--- src/rtl/cnn_pkg.sv ---
// Shared types and constants for the 3x3 binary-window convolution stage.
// relu_sat is the post-accumulate ReLU, arithmetic shift and 8-bit clamp.
package cnn_pkg;

  typedef enum logic [1:0] {
    IDLE = 2'd0,
    ACC  = 2'd1,
    POST = 2'd2,
    OUT  = 2'd3
  } conv_state_t;

  localparam int TAPS      = 9;
  localparam int FMAP_W    = 26;
  localparam int BIAS_ADDR = 9;
  localparam int ACC_W     = 12;

  // Negative sums clamp to zero; positive sums are shifted, then clamped to 255.
  function automatic logic [7:0] relu_sat(input logic signed [ACC_W-1:0] s,
                                          input int unsigned sh);
    logic signed [ACC_W-1:0] r;
    r = s >>> sh;
    if (s < 0)
      return 8'd0;
    if (r > 12'sd255)
      return 8'hFF;
    return r[7:0];
  endfunction

endpackage

--- src/rtl/cnn_conv_mac.sv ---
// Weight/bias register file, tap-indexed weight mux, 12-bit signed accumulator
// and the combinational bias/ReLU/shift/saturate path feeding the output register.
module cnn_conv_mac
  import cnn_pkg::*;
#(
  parameter int SHIFT = 2
) (
  input  logic       clk,
  input  logic       rst,
  input  logic       i_wt_wr,
  input  logic [3:0] i_wt_addr,
  input  logic [7:0] i_wt_data,
  input  logic       i_acc_clr,
  input  logic       i_acc_en,
  input  logic [3:0] i_tap,
  input  logic       i_din,
  output logic [7:0] o_feat
);

  logic signed [7:0]       r_wt [TAPS];
  logic signed [7:0]       r_bias;
  logic signed [ACC_W-1:0] r_acc;

  logic signed [7:0]       w_wt_sel;
  logic signed [ACC_W-1:0] w_wt_ext;
  logic signed [ACC_W-1:0] w_bias_ext;
  logic signed [ACC_W-1:0] w_sum;

  // Coefficients are deliberately not reset: they survive rst and frame_clr.
  always_ff @(posedge clk) begin
    if (i_wt_wr) begin
      if (i_wt_addr < 4'(TAPS))
        r_wt[i_wt_addr] <= i_wt_data;
      else if (i_wt_addr == 4'(BIAS_ADDR))
        r_bias <= i_wt_data;
    end
  end

  assign w_wt_sel   = (i_tap < 4'(TAPS)) ? r_wt[i_tap] : 8'sd0;
  assign w_wt_ext   = {{(ACC_W-8){w_wt_sel[7]}}, w_wt_sel};
  assign w_bias_ext = {{(ACC_W-8){r_bias[7]}}, r_bias};

  always_ff @(posedge clk or posedge rst) begin
    if (rst)
      r_acc <= '0;
    else if (i_acc_clr)
      r_acc <= '0;
    else if (i_acc_en && i_din)
      r_acc <= r_acc + w_wt_ext;
  end

  // Worst case |acc + bias| is 1280, so 12 bits never overflow.
  assign w_sum  = r_acc + w_bias_ext;
  assign o_feat = relu_sat(w_sum, SHIFT);

endmodule

--- src/rtl/cnn_conv3x3.sv ---
// Convolution stage control: window FSM, tap counter, frame window counter and
// the result handshake around the cnn_conv_mac datapath.
module cnn_conv3x3
  import cnn_pkg::*;
#(
  parameter int SHIFT    = 2,
  parameter int FMAP_PIX = FMAP_W * FMAP_W
) (
  input  logic        clk,
  input  logic        rst,
  input  logic        frame_clr,
  input  logic        strt,
  input  logic        din,
  output logic        bsy,
  input  logic        wt_wr,
  input  logic [3:0]  wt_addr,
  input  logic [7:0]  wt_data,
  output logic        res_vld,
  input  logic        res_rdy,
  output logic [7:0]  res_data,
  output logic        frame_done,
  output logic [9:0]  win_cnt,
  output conv_state_t dbg_state
);

  conv_state_t r_state;
  conv_state_t w_next;
  logic [3:0]  r_tap;
  logic        r_res_vld;
  logic [7:0]  r_res_data;
  logic        r_frame_done;
  logic [9:0]  r_win_cnt;

  logic        w_acc_clr;
  logic        w_acc_en;
  logic        w_accept;
  logic        w_wt_wr;
  logic [7:0]  w_feat;

  always_ff @(posedge clk or posedge rst) begin
    if (rst)
      r_state <= IDLE;
    else
      r_state <= w_next;
  end

  always_comb begin
    w_next    = r_state;
    w_acc_clr = 1'b0;
    w_acc_en  = 1'b0;
    w_accept  = 1'b0;
    if (frame_clr) begin
      w_next = IDLE;
    end else begin
      case (r_state)
        IDLE: begin
          if (strt) begin
            w_next    = ACC;
            w_acc_clr = 1'b1;
          end
        end
        ACC: begin
          w_acc_en = 1'b1;
          if (r_tap == 4'(TAPS - 1))
            w_next = POST;
        end
        POST: w_next = OUT;
        OUT: begin
          if (res_rdy) begin
            w_accept = 1'b1;
            w_next   = IDLE;
          end
        end
        default: w_next = IDLE;
      endcase
    end
  end

  // The first ACC edge samples tap 0, absorbing one cycle of RAM read latency.
  always_ff @(posedge clk or posedge rst) begin
    if (rst)
      r_tap <= '0;
    else if (w_acc_clr)
      r_tap <= '0;
    else if (w_acc_en)
      r_tap <= r_tap + 4'd1;
  end

  assign w_wt_wr = wt_wr && (r_state == IDLE);

  cnn_conv_mac #(
    .SHIFT(SHIFT)
  ) u_mac (
    .clk       (clk),
    .rst       (rst),
    .i_wt_wr   (w_wt_wr),
    .i_wt_addr (wt_addr),
    .i_wt_data (wt_data),
    .i_acc_clr (w_acc_clr),
    .i_acc_en  (w_acc_en),
    .i_tap     (r_tap),
    .i_din     (din),
    .o_feat    (w_feat)
  );

  // res_vld/res_rdy: a result transfers on an edge where both are high;
  // while res_rdy is low, res_vld and res_data hold their values unchanged.
  always_ff @(posedge clk or posedge rst) begin
    if (rst) begin
      r_res_vld    <= 1'b0;
      r_res_data   <= '0;
      r_frame_done <= 1'b0;
      r_win_cnt    <= '0;
    end else begin
      r_frame_done <= 1'b0;
      if (frame_clr) begin
        r_res_vld <= 1'b0;
        r_win_cnt <= '0;
      end else if (r_state == POST) begin
        r_res_vld  <= 1'b1;
        r_res_data <= w_feat;
      end else if (w_accept) begin
        r_res_vld <= 1'b0;
        if (r_win_cnt == 10'(FMAP_PIX - 1)) begin
          r_win_cnt    <= '0;
          r_frame_done <= 1'b1;
        end else begin
          r_win_cnt <= r_win_cnt + 10'd1;
        end
      end
    end
  end

  assign bsy        = (r_state != IDLE);
  assign res_vld    = r_res_vld;
  assign res_data   = r_res_data;
  assign frame_done = r_frame_done;
  assign win_cnt    = r_win_cnt;
  assign dbg_state  = r_state;

endmodule

--- config.mk ---
export PLATFORM = sky130hd
export DESIGN_NAME = cnn_conv3x3
export DESIGN_NICKNAME = d
export VERILOG_FILES = /design/src/rtl/cnn_pkg.sv /design/src/rtl/cnn_conv_mac.sv /design/src/rtl/cnn_conv3x3.sv
export SDC_FILE = /design/constraint.sdc
export NUM_CORES = 1
export LEC_CHECK = 0
export CORE_MARGIN = 5
export CORE_UTILIZATION = 41
export DETAILED_ROUTE_END_ITERATION = 12
export GPL_TIMING_DRIVEN = 0
export SYNTH_ARGS = -nofsm -noshare
export SYNTH_HDL_FRONTEND = slang
export SYNTH_SLANG_ARGS = --single-unit
--- constraint.sdc ---
create_clock -name clk -period 5.63 [get_ports clk]
set_input_delay 0.563 -clock clk [delete_from_list [all_inputs] [get_ports clk]]
set_output_delay 0.563 -clock clk [all_outputs]
set_load 0.05 [all_outputs]
==> impl_metrics.json <==
{
  "status": "complete, no violations",
  "grt_max_degree": 39,
  "gp_congestion": 0.875,
  "synth_cell_types": 65,
  "via_per_inst": 5.44,
  "wl_met2_mm": 6.20,
  "row_count": 43,
  "fillers": 1277,
  "fin_crit_ns": 4.72,
  "multi_input_area_um2": 2380,
  "synth_area_leader_cell": "edfxtp_1",
  "cts_tree": "built",
  "slew_headroom": 0.166,
  "clockBufferDepth": 2,
  "min_period_over_period": 0.839,
  "finalHoldViolations": 0,
  "worst_hold_path_type": "reg2reg",
  "dp_hpwl_mm": 9.06,
  "powerDensity_nw_per_um2": 491,
  "die_y_um": 130,
  "synth_area_um2": 5880,
  "critPathKind": "reg2reg",
  "critical_path_arrival_ns": 5.01,
  "die_width_um": 130,
  "nets": 587,
  "remaining_drc_errors": 0,
  "cts_sinks": 118,
  "setup_violations": 0,
  "grt_pass1_vias": 4125,
  "placed_area_um2": 6520,
  "met1Wirelength_mm": 5.61,
  "cts_hold_buf": 0,
  "core_um2": 14000,
  "crit_path_max_fanout": 10,
  "syn_nets": 527,
  "grt_pass1_wl_mm": 21.2,
  "finalPower_uw": 3460,
  "drv_slew": 0,
  "synth.area.top_cells": "edfxtp_1 41%, dfrtp_1 16%, ha_1 6.2%",
  "peakVddDrop_v": 0.000251,
  "final_area_um2": 7040,
  "max_freq_ghz": 0.212,
  "endpoint_kind": "flop",
  "antenna_left": 0,
  "ctsHtreeMaxLevel": 4,
  "dp.cells": 699,
  "cts_setup_buffers": 0,
  "grt_antenna_before_repair": 0,
  "clk_pin_slew_ns": 0.05,
  "numCtsBuffers": 17,
  "drv_cap": 0,
  "synth_ff_type": "edfxtp_1",
  "synth_cells": 478,
  "dr.pass1.iters": 4,
  "routed_wirelength_mm": 12.6,
  "via_count": 3966,
  "io_buffers": 41,
  "die_area_um2": 16800,
  "async_flop_share": 0.322,
  "top_layer": "met4",
  "grt.overflow.total": 0,
  "synth_top_area_frac": 0.408,
  "fin_ws_ns": 0.908,
  "drive_gt1_frac": 0.104,
  "yosys_warnings": 0,
  "post-place-ws_ns": 0.914,
  "routed-wl-met3_um": 569,
  "required_ns": 5.92,
  "io_pins": 42,
  "clkLatencyLatePin_ns": 0.41,
  "grt_setup_unrepaired": "false",
  "fin_cells": 729,
  "tns_ns": 0,
  "grtUsageTotal": 0.166,
  "syn_avg_cell_area_um2": 12.3,
  "areaGrowthSynthToFinish_pct": 19.7,
  "root_buffer": "clkbuf_16",
  "ys_seq_area_frac": 0.570,
  "worstSetupStartpointType": "flop",
  "insertedDiodeCount": 0,
  "fin_skew_ns": 0.00785,
  "post_drt_wl_per_cell_um": 17.3,
  "final-seq-area_um2": 3350,
  "start_util": 0.421,
  "synth_seq_cells": 118,
  "p_leak_uw": 0.00266,
  "ctsResizeCount": 0,
  "synth_edf_count": 80,
  "tightest_slew_ns": 1.24,
  "drtIter0Drc": 272
}
[cell families (layout without fill, tap and decap cells)]
group / Yosys count / count (layout) / share of synthesized area
and+or+nand+nor: 140 / 140 / 0.120
DFF: 118 / 118 / 0.570
AOI/OAI and AO/OA: 114 / 114 / 0.128
buffers and inverters: 38 / 109 / 0.0255
adders and majority gates: 30 / 30 / 0.0651
muxes: 21 / 21 / 0.0668
xor gates and xnor gates: 17 / 17 / 0.0253
[layout make-up]
type,count,area share
repair buffers,41,0.0583
plain buffers,18,0.0107
multi-input cells,322,0.339
inverters,20,0.0107
well taps,180,0.0320
clock inverters,11,0.0124
flip-flops and latches,118,0.476
clock buffers,19,0.0615
[metrics by stage]
step,hold WS (ns),util
after floorplan,0.484,-
after global placement,0.472,0.466
after detailed placement,0.479,0.466
after CTS,0.491,0.503
after global routing,0.510,0.504
final,0.483,0.504
[placed cells by master (no fill, tap or decap), types with 5 or more instances in the layout]
| master | count |
|---|---|
| nand3_1 | 14 |
| clkdlybuf4s50_1 | 41 |
| mux4_2 | 14 |
| inv_1 | 18 |
| nand2_1 | 39 |
| a21o_1 | 5 |
| dfrtp_1 | 38 |
| ha_1 | 29 |
| o22ai_1 | 8 |
| and3_1 | 5 |
| nand4_1 | 6 |
| clkbuf_16 | 17 |
| a21oi_1 | 18 |
| buf_2 | 6 |
| o21ai_0 | 7 |
| a31oi_1 | 5 |
| a211oi_1 | 6 |
| nand2b_1 | 8 |
| nor2_1 | 31 |
| edfxtp_1 | 80 |
| a22oi_1 | 7 |
| o21ai_1 | 26 |
| xor2_1 | 9 |
| xnor2_1 | 8 |
| clkbuf_1 | 10 |
| nor3_1 | 8 |
[layer usage]
layer / vias up / global-route usage
li1: 1944 / -
met1: 1932 / 0.214
met2: 73 / 0.271
met3: 17 / 0.0442
met4: 0 / 0.0623
met5: - / 0
[where the power goes]
part / switching (uW) / internal [uW] / leakage, uW / total [uW]
clock network: 359 / 592 / 0.000247 / 951
logic: 831 / 574 / 0.00117 / 1400
registers: 74.5 / 1030 / 0.00124 / 1100
total: 1260 / 2190 / 0.00266 / 3460
[flip-flops by register name, summed over array words and instances, names as in the netlist]
register and count:
win_cnt 10, dbg_state 2, u_mac.r_bias 8, u_mac.r_wt 72, res_data 8, frame_done 1
r_tap 4, res_vld 1, u_mac.r_acc 12
[Yosys cell counts (all sizes together), types with 5 or more instances]
library cell / instances
edfxtp: 80
nand2: 39
dfrtp: 38
o21ai: 33
nor2: 31
ha: 29
inv: 20
a21oi: 19
mux4: 14
nand3: 14
buf: 10
nor3: 9
xor2: 9
clkbuf: 8
nand2b: 8
o22ai: 8
xnor2: 8
a22oi: 7
a211oi: 6
a21o: 6
nand4: 6
a31oi: 5
and3: 5
[worst max-delay path, stage by stage (launching register included)]
cell       delay (ns)
dfrtp_1          0.43
buf_2            0.32
buf_1            0.55
inv_1            0.15
ha_1             0.23
and2_1           0.15
clkbuf_1         0.17
a22oi_1          0.21
o22a_1           0.25
inv_1            0.06
ha_1             0.29
a211oi_1         0.30
o21ai_1          0.18
a2111oi_0        0.59
o21ai_0          0.23
a31o_1           0.25
mux2_4           0.25
[final timing paths]
kind                                   from         endpoint  slack, ns  depth (start not counted)
min in group asynchronous               rst  u_mac.r_acc[10]       0.64                          2
worst max register to register     r_tap[1]  u_mac.r_acc[11]       0.91                         16
worst min-delay path            res_data[7]      res_data[7]       0.48                          2
max in group asynchronous               rst      res_data[1]       4.46                          2
worst max-delay path               r_tap[1]  u_mac.r_acc[11]       0.91                         16
worst min register to register  res_data[7]      res_data[7]       0.48                          2
No activity file was read; power rests on OpenSTA's default activity.
